==> config.mk <==
export PLATFORM = sky130hd
export DESIGN_NAME = letter_sequencer
export DESIGN_NICKNAME = d
export VERILOG_FILES = /design/src/rtl/letter_sequencer.sv
export SDC_FILE = /design/constraint.sdc
export NUM_CORES = 1
export LEC_CHECK = 0
export ABC_AREA = 1
export BUFFER_PORTS_ARGS = -buffer_cell sky130_fd_sc_hd__buf_2
export CAP_MARGIN = 25
export CELL_PAD_IN_SITES_DETAIL_PLACEMENT = 0
export CELL_PAD_IN_SITES_GLOBAL_PLACEMENT = 1
export CORE_MARGIN = 2
export CORE_UTILIZATION = 52
export DETAILED_ROUTE_END_ITERATION = 16
export GPL_ROUTABILITY_DRIVEN = 0
export GPL_TIMING_DRIVEN = 0
export PLACE_DENSITY = 0.86
export SLEW_MARGIN = 10
export SYNTH_ARGS = -nofsm -noshare
export SYNTH_HDL_FRONTEND = slang
export SYNTH_SLANG_ARGS = --single-unit
==> constraint.sdc <==
create_clock -name clk -period 5.2 [get_ports clk]
set_clock_uncertainty 0.1 [all_clocks]
set_input_delay 0.26 -clock clk [delete_from_list [all_inputs] [get_ports clk]]
set_output_delay 0.26 -clock clk [all_outputs]
set_load 0.005 [all_outputs]
==> src/rtl/letter_sequencer.sv <==
// Message buffer plus playback FSM that steps stored letter codes out to a
// 16-segment decoder, holding each for a dwell time followed by a blank gap.
module letter_sequencer #(
  parameter int unsigned DEPTH        = 16,
  parameter int unsigned DWELL_CYCLES = 25_000_000,
  parameter int unsigned GAP_CYCLES   = 2_500_000,
  parameter int unsigned LOOP         = 1
) (
  input  logic                     clk,
  input  logic                     rst,
  input  logic                     wr_en,
  input  logic [5:0]               wr_data,
  input  logic                     clear,
  input  logic                     start,
  input  logic                     stop,
  output logic [5:0]               letter,
  output logic                     busy,
  output logic                     done,
  output logic                     wr_err,
  output logic [$clog2(DEPTH):0]   count
);

  localparam int unsigned AW   = $clog2(DEPTH);
  localparam int unsigned CW   = AW + 1;
  localparam int unsigned TMAX = (DWELL_CYCLES > GAP_CYCLES) ? DWELL_CYCLES : GAP_CYCLES;
  localparam int unsigned TW   = (TMAX > 1) ? $clog2(TMAX) : 1;
  localparam int unsigned GAP_LOAD_INT = (GAP_CYCLES > 0) ? GAP_CYCLES - 1 : 0;
  localparam logic [TW-1:0] DWELL_LOAD = TW'(DWELL_CYCLES - 1);
  localparam logic [TW-1:0] GAP_LOAD   = TW'(GAP_LOAD_INT);

  typedef enum logic [1:0] {StIdle, StShow, StGap} state_e;

  state_e          state_q, state_d;
  logic [AW-1:0]   idx_q, idx_d;
  logic [CW-1:0]   count_q, count_d;
  logic [TW-1:0]   timer_q, timer_d;
  logic [5:0]      letter_q, letter_d;
  logic            done_q, done_d;
  logic            wr_err_q, wr_err_d;
  logic            mem_we;
  logic [5:0]      mem_q [DEPTH];

  logic            valid_code;
  logic            last_letter;
  logic [AW-1:0]   idx_inc;

  assign valid_code  = (wr_data != 6'd0) && (wr_data <= 6'd52);
  assign idx_inc     = idx_q + 1'b1;
  assign last_letter = ((CW'(idx_q) + 1'b1) == count_q);

  always_comb begin
    state_d  = state_q;
    idx_d    = idx_q;
    count_d  = count_q;
    timer_d  = timer_q;
    letter_d = letter_q;
    done_d   = 1'b0;
    wr_err_d = 1'b0;
    mem_we   = 1'b0;

    unique case (state_q)
      StIdle: begin
        letter_d = 6'd0;
        if (clear) begin
          count_d = '0;
        end else if (wr_en) begin
          if (valid_code && (count_q < CW'(DEPTH))) begin
            mem_we  = 1'b1;
            count_d = count_q + 1'b1;
          end else begin
            wr_err_d = 1'b1;
          end
        end
        // A simultaneous clear empties the buffer, so start must not launch with it.
        if (start && !stop && !clear && (count_q != '0)) begin
          state_d  = StShow;
          idx_d    = '0;
          timer_d  = DWELL_LOAD;
          letter_d = mem_q[0];
        end
      end

      StShow, StGap: begin
        if (wr_en) begin
          wr_err_d = 1'b1;
        end
        if (stop) begin
          state_d  = StIdle;
          letter_d = 6'd0;
        end else if (timer_q != '0) begin
          timer_d = timer_q - 1'b1;
        end else if ((state_q == StShow) && (GAP_CYCLES != 0)) begin
          state_d  = StGap;
          timer_d  = GAP_LOAD;
          letter_d = 6'd0;
        end else if (!last_letter) begin
          state_d  = StShow;
          idx_d    = idx_inc;
          timer_d  = DWELL_LOAD;
          letter_d = mem_q[idx_inc];
        end else if (LOOP != 0) begin
          state_d  = StShow;
          idx_d    = '0;
          timer_d  = DWELL_LOAD;
          letter_d = mem_q[0];
        end else begin
          state_d  = StIdle;
          letter_d = 6'd0;
          done_d   = 1'b1;
        end
      end

      default: begin
        state_d  = StIdle;
        letter_d = 6'd0;
      end
    endcase
  end

  always_ff @(posedge clk) begin
    if (rst) begin
      state_q  <= StIdle;
      idx_q    <= '0;
      count_q  <= '0;
      timer_q  <= '0;
      letter_q <= '0;
      done_q   <= 1'b0;
      wr_err_q <= 1'b0;
    end else begin
      state_q  <= state_d;
      idx_q    <= idx_d;
      count_q  <= count_d;
      timer_q  <= timer_d;
      letter_q <= letter_d;
      done_q   <= done_d;
      wr_err_q <= wr_err_d;
    end
  end

  // Buffer RAM is not reset; entries at or above count are never read.
  always_ff @(posedge clk) begin
    if (mem_we) begin
      mem_q[count_q[AW-1:0]] <= wr_data;
    end
  end

  assign letter = letter_q;
  assign busy   = (state_q != StIdle);
  assign done   = done_q;
  assign wr_err = wr_err_q;
  assign count  = count_q;

endmodule

## Yosys cells after proc, flatten, opt, wreduce, memory -nomap -nowiden

Memories as Yosys holds them, arrays and structs flattened.
Cells that the tools add are included.
Widths: inputs -> output; s select.

| operators by class | value |
|---|---|
| add/sub/neg operators | 4 |
| magnitude comparators | 2 |
| equality and inequality tests | 8 |
| mux-type cells | 36 |
| reduce and logical (&&, ||, !) cells | 20 |

Operators by type and width:

| kind | number |
|---|---|
| $mux 25 | 4 |
| $pmux 25 s2 | 1 |
| $mux 6 | 5 |
| $reduce_bool 25->1 | 1 |
| $sub 25x1->25 const B | 1 |
| $mux 4 | 5 |
| $mux 5 | 3 |
| $pmux 6 s2 | 1 |
| $mux 1 | 10 |
| $mux 2 | 4 |
| $ne 2x2->1 const B | 4 |
| $pmux 4 s2 | 1 |
| $reduce_bool 2->1 | 4 |
| $le 6x6->1 const B | 1 |
| $reduce_and 3->1 | 2 |
| $reduce_bool 6->1 | 1 |
| $add 4x1->5 const B | 1 |
| $add 5x1->5 const B | 1 |
| $eq 5x5->1 | 1 |
| $logic_and 1x1->1 | 5 |
| $lt 5x5->1 const B | 1 |
| $reduce_and 5->1 | 1 |
| $reduce_bool 5->1 | 1 |
| $add 4x1->4 const B | 1 |
| other kinds (9) | 10 |

| storage, ports and cells | value |
|---|---|
| flip-flop bits (word level) | 43 |
| bits in writable memories | 96 |
| input port bits | 12 |
| output and inout bits | 14 |
| logic and storage cells | 77 |
| memories | 1 |

Memory list:

| name | words | bits a word | rd ports | clocked after Yosys merged registers in | wr ports | RTL line | text |
|---|---|---|---|---|---|---|---|
| mem_q | 16 | 6 | 2 | 0 | 1 | 41 | `logic [5:0] mem_q [DEPTH];` |

## Longest topological paths before layout

Gate-level depths: netlist of the first run.

| depth | value |
|---|---|
| word-level depth | 9 |
| depth in mapped cells | 14 |
| depth with buffers taken out | 14 |

## Worst setup path before layout of the first run

No wires, ideal clock.

| path | value |
|---|---|
| path kind | reg-to-reg |
| start point | register state_q[1] |
| end point | memory mem_q[0][0] (enable) |
| library setup time | 0.350 ns |
| arrival time | 1.420 ns |
| data required time | 4.750 ns |
| slack | 3.330 ns |
| stages on the path, launching flop included | 9 |
| buffers on the path | 0 |
| period minus slack after synthesis | 1.870 ns |
| cell sequence | dfxtp_1 -> inv_1 -> ha_1 -> inv_1 -> nor2_1 -> nand2_1 -> inv_1 -> nand2_1 -> nor2_1 |

| on the way | value |
|---|---|
| word-level cells in the longest chain between the ends | 4 |

Ends and longest elaborated chain:

| element | RTL line | text |
|---|---|---|
| start: declaration | 33 | `state_e state_q, state_d;` |
| start signal: assignment | 122 | `state_q <= StIdle;` |
| start signal: assignment | 130 | `state_q <= state_d;` |
| $logic_not 2->1 | 61 | `unique case (state_q)` |
| $mux 1 | 61 |  |
| $mux 1 | 142 | `if (mem_we) begin` |
| $mux 1 (implied by the code) | 143 | `mem_q[count_q[AW-1:0]] <= wr_data;` |
| end: declaration | 41 |  |

No other way between the ends.

## Worst setup path in the final report of the first run

| path | value |
|---|---|
| start point | register state_q[0] |
| end point | memory mem_q[6][0] (enable) |

Same word-level chain as after synthesis.

==> results of run 1 <==
## critical path, delay by kind of cell, from the launching register on
kind / cells / cell delay, ns
adders and majority gates: 1 / 0.24
and+or+nand+nor: 4 / 1.03
DFF: 1 / 0.35
buffers and inverters: 3 / 0.35
## placed cells by master, fill, tap and decap left out, types with 7 or more instances in the layout
cell type / n
sky130_fd_sc_hd__o21ai_0: 15
sky130_fd_sc_hd__nand2_1: 198
sky130_fd_sc_hd__ha_1: 9
sky130_fd_sc_hd__xor2_1: 9
sky130_fd_sc_hd__inv_2: 8
sky130_fd_sc_hd__o21ai_1: 11
sky130_fd_sc_hd__inv_1: 59
sky130_fd_sc_hd__dfxtp_1: 43
sky130_fd_sc_hd__a21oi_1: 27
sky130_fd_sc_hd__nand4_1: 13
sky130_fd_sc_hd__nor3_1: 7
sky130_fd_sc_hd__buf_2: 34
sky130_fd_sc_hd__nor2_1: 62
sky130_fd_sc_hd__edfxtp_1: 96
sky130_fd_sc_hd__clkbuf_16: 17
sky130_fd_sc_hd__nand2_2: 11
sky130_fd_sc_hd__nand3_1: 108
sky130_fd_sc_hd__buf_4: 7
## power breakdown
part / switching, mW / leakage [nW] / total, mW / internal (mW)
clock: 0.483 / 0.278 / 1.20 / 0.713
combinational: 1.17 / 1.63 / 1.74 / 0.571
sequential: 0.0742 / 1.21 / 1.35 / 1.27
total: 1.72 / 3.13 / 4.28 / 2.56
## logic make-up after synthesis
group | share of synthesized area
DFF | 0.5505
AOI/OAI and AO/OA | 0.05741
adders and majority gates | 0.01656
buffers and inverters | 0.07084
and+or+nand+nor | 0.2861
other | 0.0005514
xor gates and xnor gates | 0.01803
## path summary, 6_finish.rpt
kind / start / to / slack [ns] / depth (start not counted)
worst min register to register: timer_q[10] / timer_q[10] / 0.38 / 2
worst max register to register: state_q[0] / mem_q[6][0] / 2.76 / 8
worst min-delay path: clear / count[2] / 0.07 / 4
worst max-delay path: state_q[0] / mem_q[6][0] / 2.76 / 8
## area by class of cell
| class | instances | area, sq um |
|---|---|---|
| Fill cell | 1143 | 4932 |
| Sequential cell | 139 | 3744 |
| Multi-Input combinational cell | 518 | 2575 |
| Clock buffer | 17 | 425.4 |
| Inverter | 69 | 269.0 |
| Tap cell | 172 | 215.2 |
| Buffer | 29 | 212.7 |
| Clock inverter | 15 | 162.7 |
| Timing Repair Buffer | 25 | 135.1 |
## Yosys cell counts, types with 2 or more instances
cell / count
sky130_fd_sc_hd__a21oi_1: 27
sky130_fd_sc_hd__nand3_1: 108
sky130_fd_sc_hd__nor2_4: 3
sky130_fd_sc_hd__nand4_1: 13
sky130_fd_sc_hd__o21ai_0: 15
sky130_fd_sc_hd__nand3b_1: 6
sky130_fd_sc_hd__xor2_1: 9
sky130_fd_sc_hd__buf_6: 5
sky130_fd_sc_hd__nor3_1: 7
sky130_fd_sc_hd__edfxtp_1: 96
sky130_fd_sc_hd__a21oi_2: 6
sky130_fd_sc_hd__inv_1: 59
sky130_fd_sc_hd__buf_2: 11
sky130_fd_sc_hd__nand2_1: 198
sky130_fd_sc_hd__nand2_4: 4
sky130_fd_sc_hd__a31oi_1: 3
sky130_fd_sc_hd__o211ai_1: 5
sky130_fd_sc_hd__ha_1: 9
sky130_fd_sc_hd__nand2_2: 11
sky130_fd_sc_hd__dlygate4sd1_1: 3
sky130_fd_sc_hd__nor2_1: 62
sky130_fd_sc_hd__dfxtp_1: 43
sky130_fd_sc_hd__nor2_2: 4
sky130_fd_sc_hd__inv_2: 8
sky130_fd_sc_hd__nand3_2: 4
sky130_fd_sc_hd__buf_4: 7
sky130_fd_sc_hd__clkbuf_1: 2
sky130_fd_sc_hd__o21ai_1: 11
sky130_fd_sc_hd__xnor2_1: 5
## flip-flops by register name, summed over array words and instances, names as in the netlist
register	flops
mem_q	96
timer_q	25
state_q	2
wr_err	1
idx_q	4
letter	6
count	5
## through the flow
step                  util  power [mW]
floorplan                -       2.644
global placement    0.5628       3.038
detailed placement  0.5628       3.069
CTS                 0.6107       4.267
global route        0.6107       4.538
finish              0.6107       4.282
## routing by layer
layer  vias to the layer above  part of all wire  track usage
li1                       2628                 -            -
met1                      2540              0.45       0.3415
met2                       180              0.47       0.3960
met3                        34             0.057      0.04344
met4                         0             0.025       0.1062
met5                         -                 0            0
==> results.json, run 1 <==
{
  "status": "complete, no violations",
  "syn_inst": 755,
  "synth_warnings": 0,
  "number_of_detailed_route_iterations_in_the_first_pass": 7,
  "post_synth.cell_area_avg_sq_um": 9.007,
  "floorplan.core_area_sq_um": 12670,
  "cpPeakStageDelay_ns": 0.56,
  "syn-num-nets": 776,
  "num_rows": 41,
  "cts.sinks": 139,
  "fin_cells": 984,
  "worst_pin_slew_ns": 0.6377,
  "holdCritPathClass": "in2reg",
  "cpMostUsedCell": "sky130_fd_sc_hd__inv_1",
  "ios": 26,
  "cts_max_path_buffers": 2,
  "die_y_microns": 118.4,
  "worst-setup-path-type": "reg2reg",
  "critical-path-slowest-cell": "sky130_fd_sc_hd__nor2_1",
  "detail_route.vias_per_cell": 5.470,
  "cap_violations": 0,
  "post-route-drc-count": 0,
  "post-synth-top-area-cell": "sky130_fd_sc_hd__edfxtp_1",
  "netlist.area_leader.share": 0.4239,
  "worstPathCellList": "inv_1 -> ha_1 -> inv_1 -> nor2_1 -> nand2_1 -> inv_1 -> nand2_1 -> nor2_1",
  "setup_violations": 0,
  "async_flop_share": 0,
  "place_inst": 950,
  "clock_tree_root_driver_cell": "sky130_fd_sc_hd__clkbuf_16",
  "route.vias.total": 5382,
  "ys_flop_type": "sky130_fd_sc_hd__edfxtp_1",
  "grt_first_pass_wirelength_microns": 26630,
  "insertion_delay_ns": 0.42,
  "grt_pass1_vias": 5127,
  "cts_buffers": 17,
  "globalRouteOverflowTotal": 0,
  "cts.repair_timing.setup_buffer_count": 0,
  "synth-edff-count": 96,
  "htree_num_levels": 4,
  "final_nets": 820,
  "total_leakage_power_nw": 3.128,
  "powerDensity_nw_per_um2": 553.3,
  "clkSlewWorstSetupHoldPaths_ns": 0.06,
  "setup_tns_ns": 0,
  "timing.final.ws_setup_ns": 2.758,
  "numPortBuffers": 23,
  "post_synth_num_cell_types": 40,
  "worstSetupEndpointType": "flip-flop",
  "initial_utilization": 0.5367,
  "final_cycle_share": 0.4697,
  "worstPathRequired_ns": 5.15,
  "design.die.area_sq_um": 14010,
  "pre_cts_ws_ns": 2.549,
  "synth_area_leaders": "sky130_fd_sc_hd__edfxtp_1 (42%), sky130_fd_sc_hd__dfxtp_1 (13%), sky130_fd_sc_hd__nand2_1 (11%)",
  "worst-endpoint-arrival_ns": 2.40,
  "grt_start_max_net_pins": 19,
  "chipWidth_microns": 118.4,
  "fmaxAchievable_mhz": 409.4,
  "timing.critical_path.fanout_max": 7,
  "max-slew-margin-rel": 0.5733,
  "hold_ws_ns": 0.07114,
  "sequential_cell_area_fraction_in_the_yosys_report": 0.5505,
  "wire_per_inst_microns": 17.01,
  "drv_slew": 0,
  "synth-seq-cells": 139,
  "routed_wirelength_microns": 16740,
  "period_minus_slack_ns": 2.442,
  "rsz0062_at_grt": "no",
  "dr.first_iter.drc_count": 447,
  "finalHoldViolations": 0,
  "grt_antenna_before_repair": 0,
  "layout-drive-gt1-share": 0.1515,
  "n_antenna_cell": 0,
  "layout.cell_area.non_filler_sq_um": 7739,
  "cts_hold_bufs": 2,
  "drtAntennaViolNets": 0,
  "startpoint_type": "flip-flop",
  "cts_tree": "built",
  "syn-cell-area_sq_um": 6800,
  "area_growth_syn_to_layout_pct": 13.80,
  "placedInstanceArea_sq_um": 7131,
  "post_cts.resized_instances": 0,
  "power.ir.vdd_worst_uv": 302.6,
  "place.detailed.hpwl_microns": 12060,
  "grt_util_all_layers": 0.2506
}
Note: power is estimated with default switching activity, not from simulation.
==> run 2, diff against run 1 <==
--- a/config.mk
+++ b/config.mk
@@ -11,11 +11,11 @@
 export CELL_PAD_IN_SITES_DETAIL_PLACEMENT = 0
 export CELL_PAD_IN_SITES_GLOBAL_PLACEMENT = 1
 export CORE_MARGIN = 2
-export CORE_UTILIZATION = 52
+export CORE_UTILIZATION = 43
 export DETAILED_ROUTE_END_ITERATION = 16
 export GPL_ROUTABILITY_DRIVEN = 0
 export GPL_TIMING_DRIVEN = 0
-export PLACE_DENSITY = 0.86
+export PLACE_DENSITY = 0.76
 export SLEW_MARGIN = 10
 export SYNTH_ARGS = -nofsm -noshare
 export SYNTH_HDL_FRONTEND = slang
==> constraint.sdc (replaced) <==
create_clock -name clk -period 2.1 [get_ports clk]
set_clock_uncertainty 0.1 [all_clocks]
set_input_delay 0.105 -clock clk [delete_from_list [all_inputs] [get_ports clk]]
set_output_delay 0.105 -clock clk [all_outputs]
set_load 0.005 [all_outputs]
==> run 2 against run 1 <==
Net effect:
- the flow now finishes with violations (negative hold slack, negative setup slack)
- largest cell class unchanged
- clock power increased to 2.6 times the previous value
- non-clock buffer count increased by 11
- total power increased to 2.6 times the previous value
==> results.json, run 2 (synthesized netlist as in run 1, its figures left out) <==
{
  "layout-drive-gt1-share": 0.2418,
  "grt_pass1_vias": 5199,
  "net-switching-power_mw": 4.680,
  "grt.busiest_layer": "met2",
  "worst_r2r_path_depth": 13,
  "hold_ws_ns": -0.0009451,
  "cts_max_path_buffers": 2,
  "drv_slew": 0,
  "worst-endpoint-arrival_ns": 2.40,
  "placedInstanceArea_sq_um": 7179,
  "layout.cells.most_common": "sky130_fd_sc_hd__nand2_1",
  "clkSlewWorstSetupHoldPaths_ns": 0.07,
  "critical-path-slowest-cell": "sky130_fd_sc_hd__dfxtp_4",
  "grtUsageMet1": 0.3023,
  "worstPathRequired_ns": 2.35,
  "floorplan.core_area_sq_um": 15310,
  "layout.cell_area.non_filler_sq_um": 8299,
  "p_int_mw": 6.635,
  "setup_tns_ns": -0.08583,
  "worst_hold_path.num_cells": 1,
  "wire_per_inst_microns": 17.45,
  "grt_start_max_net_pins": 19,
  "crit-reg2reg-launch": "idx_q[1]",
  "fmaxAchievable_mhz": 465.3,
  "insertion_delay_ns": 0.43,
  "hold_path_end": "mem_q[0][4]",
  "grt_first_pass_wirelength_microns": 27700,
  "worst-setup-path-type": "reg2reg",
  "cpPeakStageDelay_ns": 0.36,
  "chipWidth_microns": 129.8,
  "grt_antenna_before_repair": 0,
  "fin_cells": 1034,
  "htree_num_levels": 4,
  "worst-r2r-setup-slack_ns": -0.05,
  "drtAntennaViolNets": 0,
  "clock_tree_root_driver_cell": "sky130_fd_sc_hd__clkbuf_16",
  "route.vias.total": 5413,
  "finalHoldViolations": 2,
  "detail_route.vias_per_cell": 5.235,
  "final_cycle_share": 1.023,
  "status": "complete, but fails checks",
  "number_of_detailed_route_iterations_in_the_first_pass": 5,
  "cap_violations": 0,
  "post-route-drc-count": 0,
  "clock_power_share": 0.270,
  "area_growth_syn_to_layout_pct": 22.04,
  "num_rows": 45,
  "ios": 26,
  "place.detailed.hpwl_microns": 12320,
  "number_of_flip_flops_under_the_largest_register_name": 96,
  "power.switching_fraction": 0.4136,
  "reg2reg_to": "letter[2]",
  "numPortBuffers": 23,
  "dr.first_iter.drc_count": 427,
  "rsz0062_at_grt": "yes",
  "cts.sinks": 139,
  "globalRouteOverflowTotal": 0,
  "n_antenna_cell": 0,
  "globalRouteMet2Util": 0.3609,
  "cts_tree": "built",
  "min-delay-start": "wr_data[4]",
  "timing.critical_path.fanout_max": 6,
  "failed_checks": "negative hold slack, negative setup slack",
  "place_inst": 989,
  "total_leakage_power_nw": 3.328,
  "period_minus_slack_ns": 2.149,
  "final_cell_mix": "sky130_fd_sc_hd__nand2_1 (192), sky130_fd_sc_hd__edfxtp_1 (96), sky130_fd_sc_hd__nand3_1 (77)",
  "grt_util_all_layers": 0.2200,
  "worstPathCellList": "ha_4 -> buf_8 -> clkinvlp_4 -> buf_4 -> nand3_1 -> nand3_1 -> nand3_1 -> nand2_1 -> nand2_1 -> nand3_1 -> nand2_1 -> nand2_1 -> a21oi_2",
  "powerDensity_nw_per_um2": 1363,
  "worst_pin_slew_ns": 0.5555,
  "die_y_microns": 129.8,
  "startpoint_type": "flip-flop",
  "routed_wirelength_microns": 18050,
  "cts_buffers": 17,
  "gr-usage-met3": 0.04059,
  "design.die.area_sq_um": 16840,
  "timing.final.ws_setup_ns": -0.04902,
  "power_frac_comb": 0.434,
  "holdCritPathClass": "in2reg",
  "max-slew-margin-rel": 0.6258,
  "worstSetupEndpointType": "flip-flop",
  "seqPwrFrac": 0.296,
  "final_nets": 831,
  "power.total_mw": 11.31,
  "power.ir.vdd_worst_uv": 786.4,
  "setup_violations": 3,
  "initial_utilization": 0.4440
}
==> run 2: cell count changes in the layout (fill, tap and decap cells not counted), sizes merged <==
| cell | change |
|---|---|
| buf | +6 |
| bufinv | -1 |
| clkbuf | +2 |
| clkinv | -3 |
| clkinvlp | -1 |
| dlygate4sd3 | +3 |
| inv | +5 |
==> run 2: per-stage QoR <==
step	util	worst slack (ns)	hold slack, ns
final	0.5419	-0.04902	-0.0009451
after global placement	0.4688	-0.3124	0.2454
after CTS	0.5179	-0.08462	0.008081
after floorplan	-	0.2304	0.1039
after detailed placement	0.4688	-0.4249	0.2426
after global routing	0.5419	-0.1103	0.01484
==> run 2: metal layers <==
metal	wire length, microns	up-vias
met5	0	-
met4	205	0
met2	8735	176
met3	930	19
li1	-	2637
met1	8175	2581
==> run 2: final cells by class <==
| type | instances | area, sq um |
|---|---|---|
| fillers | 1405 | 7015 |
| flip-flops and latches | 139 | 3757 |
| multi-input cells | 518 | 2923 |
| clock buffers | 17 | 425.4 |
| inverters | 69 | 275.3 |
| well taps | 211 | 264.0 |
| repair buffers | 36 | 246.5 |
| plain buffers | 29 | 240.2 |
| clock inverters | 15 | 167.7 |
==> run 2: timing repair <==
item                                    CTS  global route
hold endpoints to repair                 16             0
resized for setup                        30            71
gates cloned                              0             2
setup buffers                             2             4
pin swaps                                 0             9
endpoints found under the setup margin  104           117
hold buffers                              5             0
==> run 2: worst max-delay path: cells and delay by family, from the launching register on <==
family                     cells  cell delay, ns
adders and majority gates      1            0.26
and+or+nand+nor                8            0.69
DFF                            1            0.36
AOI/OAI and AO/OA              1            0.12
buffers and inverters          3            0.55
==> run 2: how the worst max path moves through the flow <==
stage | cells after the start | start | slack [ns] | to
floorplan | 8 | state_q[1] | 0.23 | mem_q[0][0]
global placement | 11 | wr_data[3] | -0.31 | mem_q[13][1]
detailed placement | 11 | wr_data[3] | -0.42 | mem_q[6][1]
CTS | 8 | state_q[0] | -0.08 | mem_q[1][3]
global route | 13 | idx_q[1] | -0.11 | letter[4]
finish | 13 | idx_q[1] | -0.05 | letter[2]
==> run 2: power by group through the flow <==
stage | logic [mW] | registers [mW] | clock network, mW
2_1_floorplan | 3.20 | 3.35 | 0
3_3_place_gp | 4.18 | 3.38 | 0
3_5_place_dp | 4.23 | 3.39 | 0
4_1_cts | 4.40 | 3.34 | 3.07
5_1_grt | 5.41 | 3.38 | 3.18
6_report | 4.91 | 3.34 | 3.06
==> run 3, diff against run 2 <==
--- a/config.mk
+++ b/config.mk
@@ -11,11 +11,10 @@
 export CELL_PAD_IN_SITES_DETAIL_PLACEMENT = 0
 export CELL_PAD_IN_SITES_GLOBAL_PLACEMENT = 1
 export CORE_MARGIN = 2
-export CORE_UTILIZATION = 43
+export CORE_UTILIZATION = 48
 export DETAILED_ROUTE_END_ITERATION = 16
 export GPL_ROUTABILITY_DRIVEN = 0
-export GPL_TIMING_DRIVEN = 0
-export PLACE_DENSITY = 0.76
+export PLACE_DENSITY = 0.81
 export SLEW_MARGIN = 10
 export SYNTH_ARGS = -nofsm -noshare
 export SYNTH_HDL_FRONTEND = slang
==> constraint.sdc (replaced) <==
create_clock -name clk -period 2.15 [get_ports clk]
set_clock_uncertainty 0.1 [all_clocks]
set_input_delay 0.1075 -clock clk [delete_from_list [all_inputs] [get_ports clk]]
set_output_delay 0.1075 -clock clk [all_outputs]
set_load 0.005 [all_outputs]
==> run 3 against run 2 <==
Net effect:
- the run now ends clean
- hold slack improved by 0.050 ns
- sequential cell count unchanged
- die area decreased by 10%
- utilization increased by 2.8 points
- sequential share of layout area increased by 2.0 points
- first-iteration DRC count increased by 13%
- critical path depth decreased by 1
- non-clock buffer count increased by 8
- count of clock-buffer cells in the layout unchanged
- sequential power decreased by 3%
- total power decreased by 9.1%
==> results.json, run 3 (synthesized netlist as in run 1, its figures left out) <==
{
  "holdCritPathClass": "in2reg",
  "drv_slew": 0,
  "fmaxAchievable_mhz": 490.2,
  "clock_tree_root_driver_cell": "sky130_fd_sc_hd__clkbuf_16",
  "layout.cells.most_common": "sky130_fd_sc_hd__nand2_1",
  "initial_utilization": 0.4899,
  "chipWidth_microns": 123.0,
  "number_of_detailed_route_iterations_in_the_first_pass": 5,
  "grt_antenna_before_repair": 0,
  "worstPathRequired_ns": 2.19,
  "place.detailed.hpwl_microns": 11280,
  "final_cycle_share": 0.9488,
  "drtAntennaViolNets": 0,
  "cts_max_path_buffers": 2,
  "worstSetupEndpointType": "flip-flop",
  "die_y_microns": 123.0,
  "hold_ws_ns": 0.04898,
  "worst-endpoint-arrival_ns": 2.08,
  "fin_cells": 1010,
  "status": "complete, no violations",
  "ios": 26,
  "numPortBuffers": 24,
  "setup_violations": 0,
  "routed_wirelength_microns": 16560,
  "floorplan.core_area_sq_um": 13880,
  "powerDensity_nw_per_um2": 1300,
  "area_growth_syn_to_layout_pct": 16.41,
  "pre_cts_ws_ns": 0.1422,
  "cts_buffers": 17,
  "cts_tree": "built",
  "cap_violations": 0,
  "post-route-util": 0.5703,
  "route.vias.total": 5502,
  "final_cell_mix": "sky130_fd_sc_hd__nand2_1 (198), sky130_fd_sc_hd__nand3_1 (108), sky130_fd_sc_hd__edfxtp_1 (96)",
  "total_leakage_power_nw": 3.252,
  "startpoint_type": "input port",
  "worst-setup-path-type": "in2reg",
  "timing.final.ws_setup_ns": 0.1102,
  "globalRouteOverflowTotal": 0,
  "grt_start_max_net_pins": 55,
  "power.ir.vdd_worst_uv": 673.5,
  "period_minus_slack_ns": 2.040,
  "timing.critical_path.fanout_max": 6,
  "n_antenna_cell": 0,
  "number_of_flip_flops_under_the_largest_register_name": 96,
  "insertion_delay_ns": 0.43,
  "post-route-drc-count": 0,
  "area_of_the_multi_input_gates_sq_um": 2575,
  "grt_first_pass_wirelength_microns": 26590,
  "place_inst": 973,
  "post_cts.resized_instances": 0,
  "grt_pass1_vias": 5256,
  "final_nets": 839,
  "htree_num_levels": 4,
  "dr.first_iter.drc_count": 483,
  "rsz0062_at_grt": "yes",
  "layout-drive-gt1-share": 0.1735,
  "power.total_mw": 10.29,
  "clkSlewWorstSetupHoldPaths_ns": 0.07,
  "finalHoldViolations": 0,
  "area.sequential_sq_um": 3744,
  "wire_per_inst_microns": 16.39,
  "layout.filler_cells": 1260,
  "detail_route.vias_per_cell": 5.448,
  "cts.repair_timing.setup_buffer_count": 0,
  "cts.sinks": 139,
  "design.die.area_sq_um": 15140,
  "grt_util_all_layers": 0.2348,
  "num_rows": 43
}
-- run 3: changes by cell type in the layout (fill, tap and decap cells not counted), moves of 5 or more --
cell,previous run,this run
sky130_fd_sc_hd__nor2_4,17,3
sky130_fd_sc_hd__buf_4,13,39
sky130_fd_sc_hd__buf_2,31,24
sky130_fd_sc_hd__dfxtp_1,38,43
sky130_fd_sc_hd__nor2_1,46,62
sky130_fd_sc_hd__nand3_1,77,108
sky130_fd_sc_hd__nand3_2,34,4
sky130_fd_sc_hd__nand2_1,192,198
sky130_fd_sc_hd__buf_6,6,0
-- run 3: stage by stage --
step	area [sq um]	setup TNS, ns
3_5_place_dp	7306	0
4_1_cts	7916	0
5_1_grt	7916	-0.01319
2_1_floorplan	6800	0
6_report	7916	0
3_3_place_gp	7306	0
-- run 3: routing by layer --
| layer | GRT usage | part of all wire | vias up |
|---|---|---|---|
| met2 | 0.3771 | 0.48 | 142 |
| met5 | 0 | 0 | - |
| li1 | - | - | 2663 |
| met1 | 0.3124 | 0.46 | 2668 |
| met3 | 0.05443 | 0.044 | 29 |
| met4 | 0.08594 | 0.017 | 0 |
-- run 3: cell type report --
| type | instances | share of cell area |
|---|---|---|
| Clock buffer | 17 | 0.05374 |
| Clock inverter | 14 | 0.01581 |
| Timing Repair Buffer | 73 | 0.06986 |
| Tap cell | 180 | 0.02845 |
| Multi-Input combinational cell | 518 | 0.3253 |
| Inverter | 69 | 0.03398 |
| Sequential cell | 139 | 0.4729 |
-- run 3: path summary, 6_finish.rpt --
path / startpoint / end / slack (ns) / cells after the start
worst min-delay path: wr_data[1] / mem_q[2][1] / 0.05 / 2
worst max-delay path: wr_data[4] / mem_q[8][1] / 0.11 / 12
worst min register to register: timer_q[10] / timer_q[10] / 0.38 / 2
worst max register to register: idx_q[0] / letter[4] / 0.13 / 12
-- run 3: power breakdown --
part           total (mW)  switching (mW)  leakage (nW)  internal (mW)
clock network        2.78            1.25         0.278           1.52
logic                4.26            2.81          1.76           1.45
registers            3.25           0.171          1.21           3.08
-- run 3: repair_timing --
action / CTS / global route
setup endpoints to repair: 0 / 4
endpoints found under the hold margin: 11 / 0
hold buffers: 6 / 0
-- run 3: worst max-delay path: stages --
cell and delay, ns:
sky130_fd_sc_hd__dlygate4sd3_1 0.53, sky130_fd_sc_hd__buf_2 0.14, sky130_fd_sc_hd__nand3_1 0.09, sky130_fd_sc_hd__a21oi_1 0.04, sky130_fd_sc_hd__nor2_1 0.08, sky130_fd_sc_hd__nand2_1 0.09
sky130_fd_sc_hd__nor2_1 0.15, sky130_fd_sc_hd__nand2_1 0.11, sky130_fd_sc_hd__inv_1 0.14, sky130_fd_sc_hd__nand2_1 0.21, sky130_fd_sc_hd__nor2_1 0.20, sky130_fd_sc_hd__buf_4 0.18
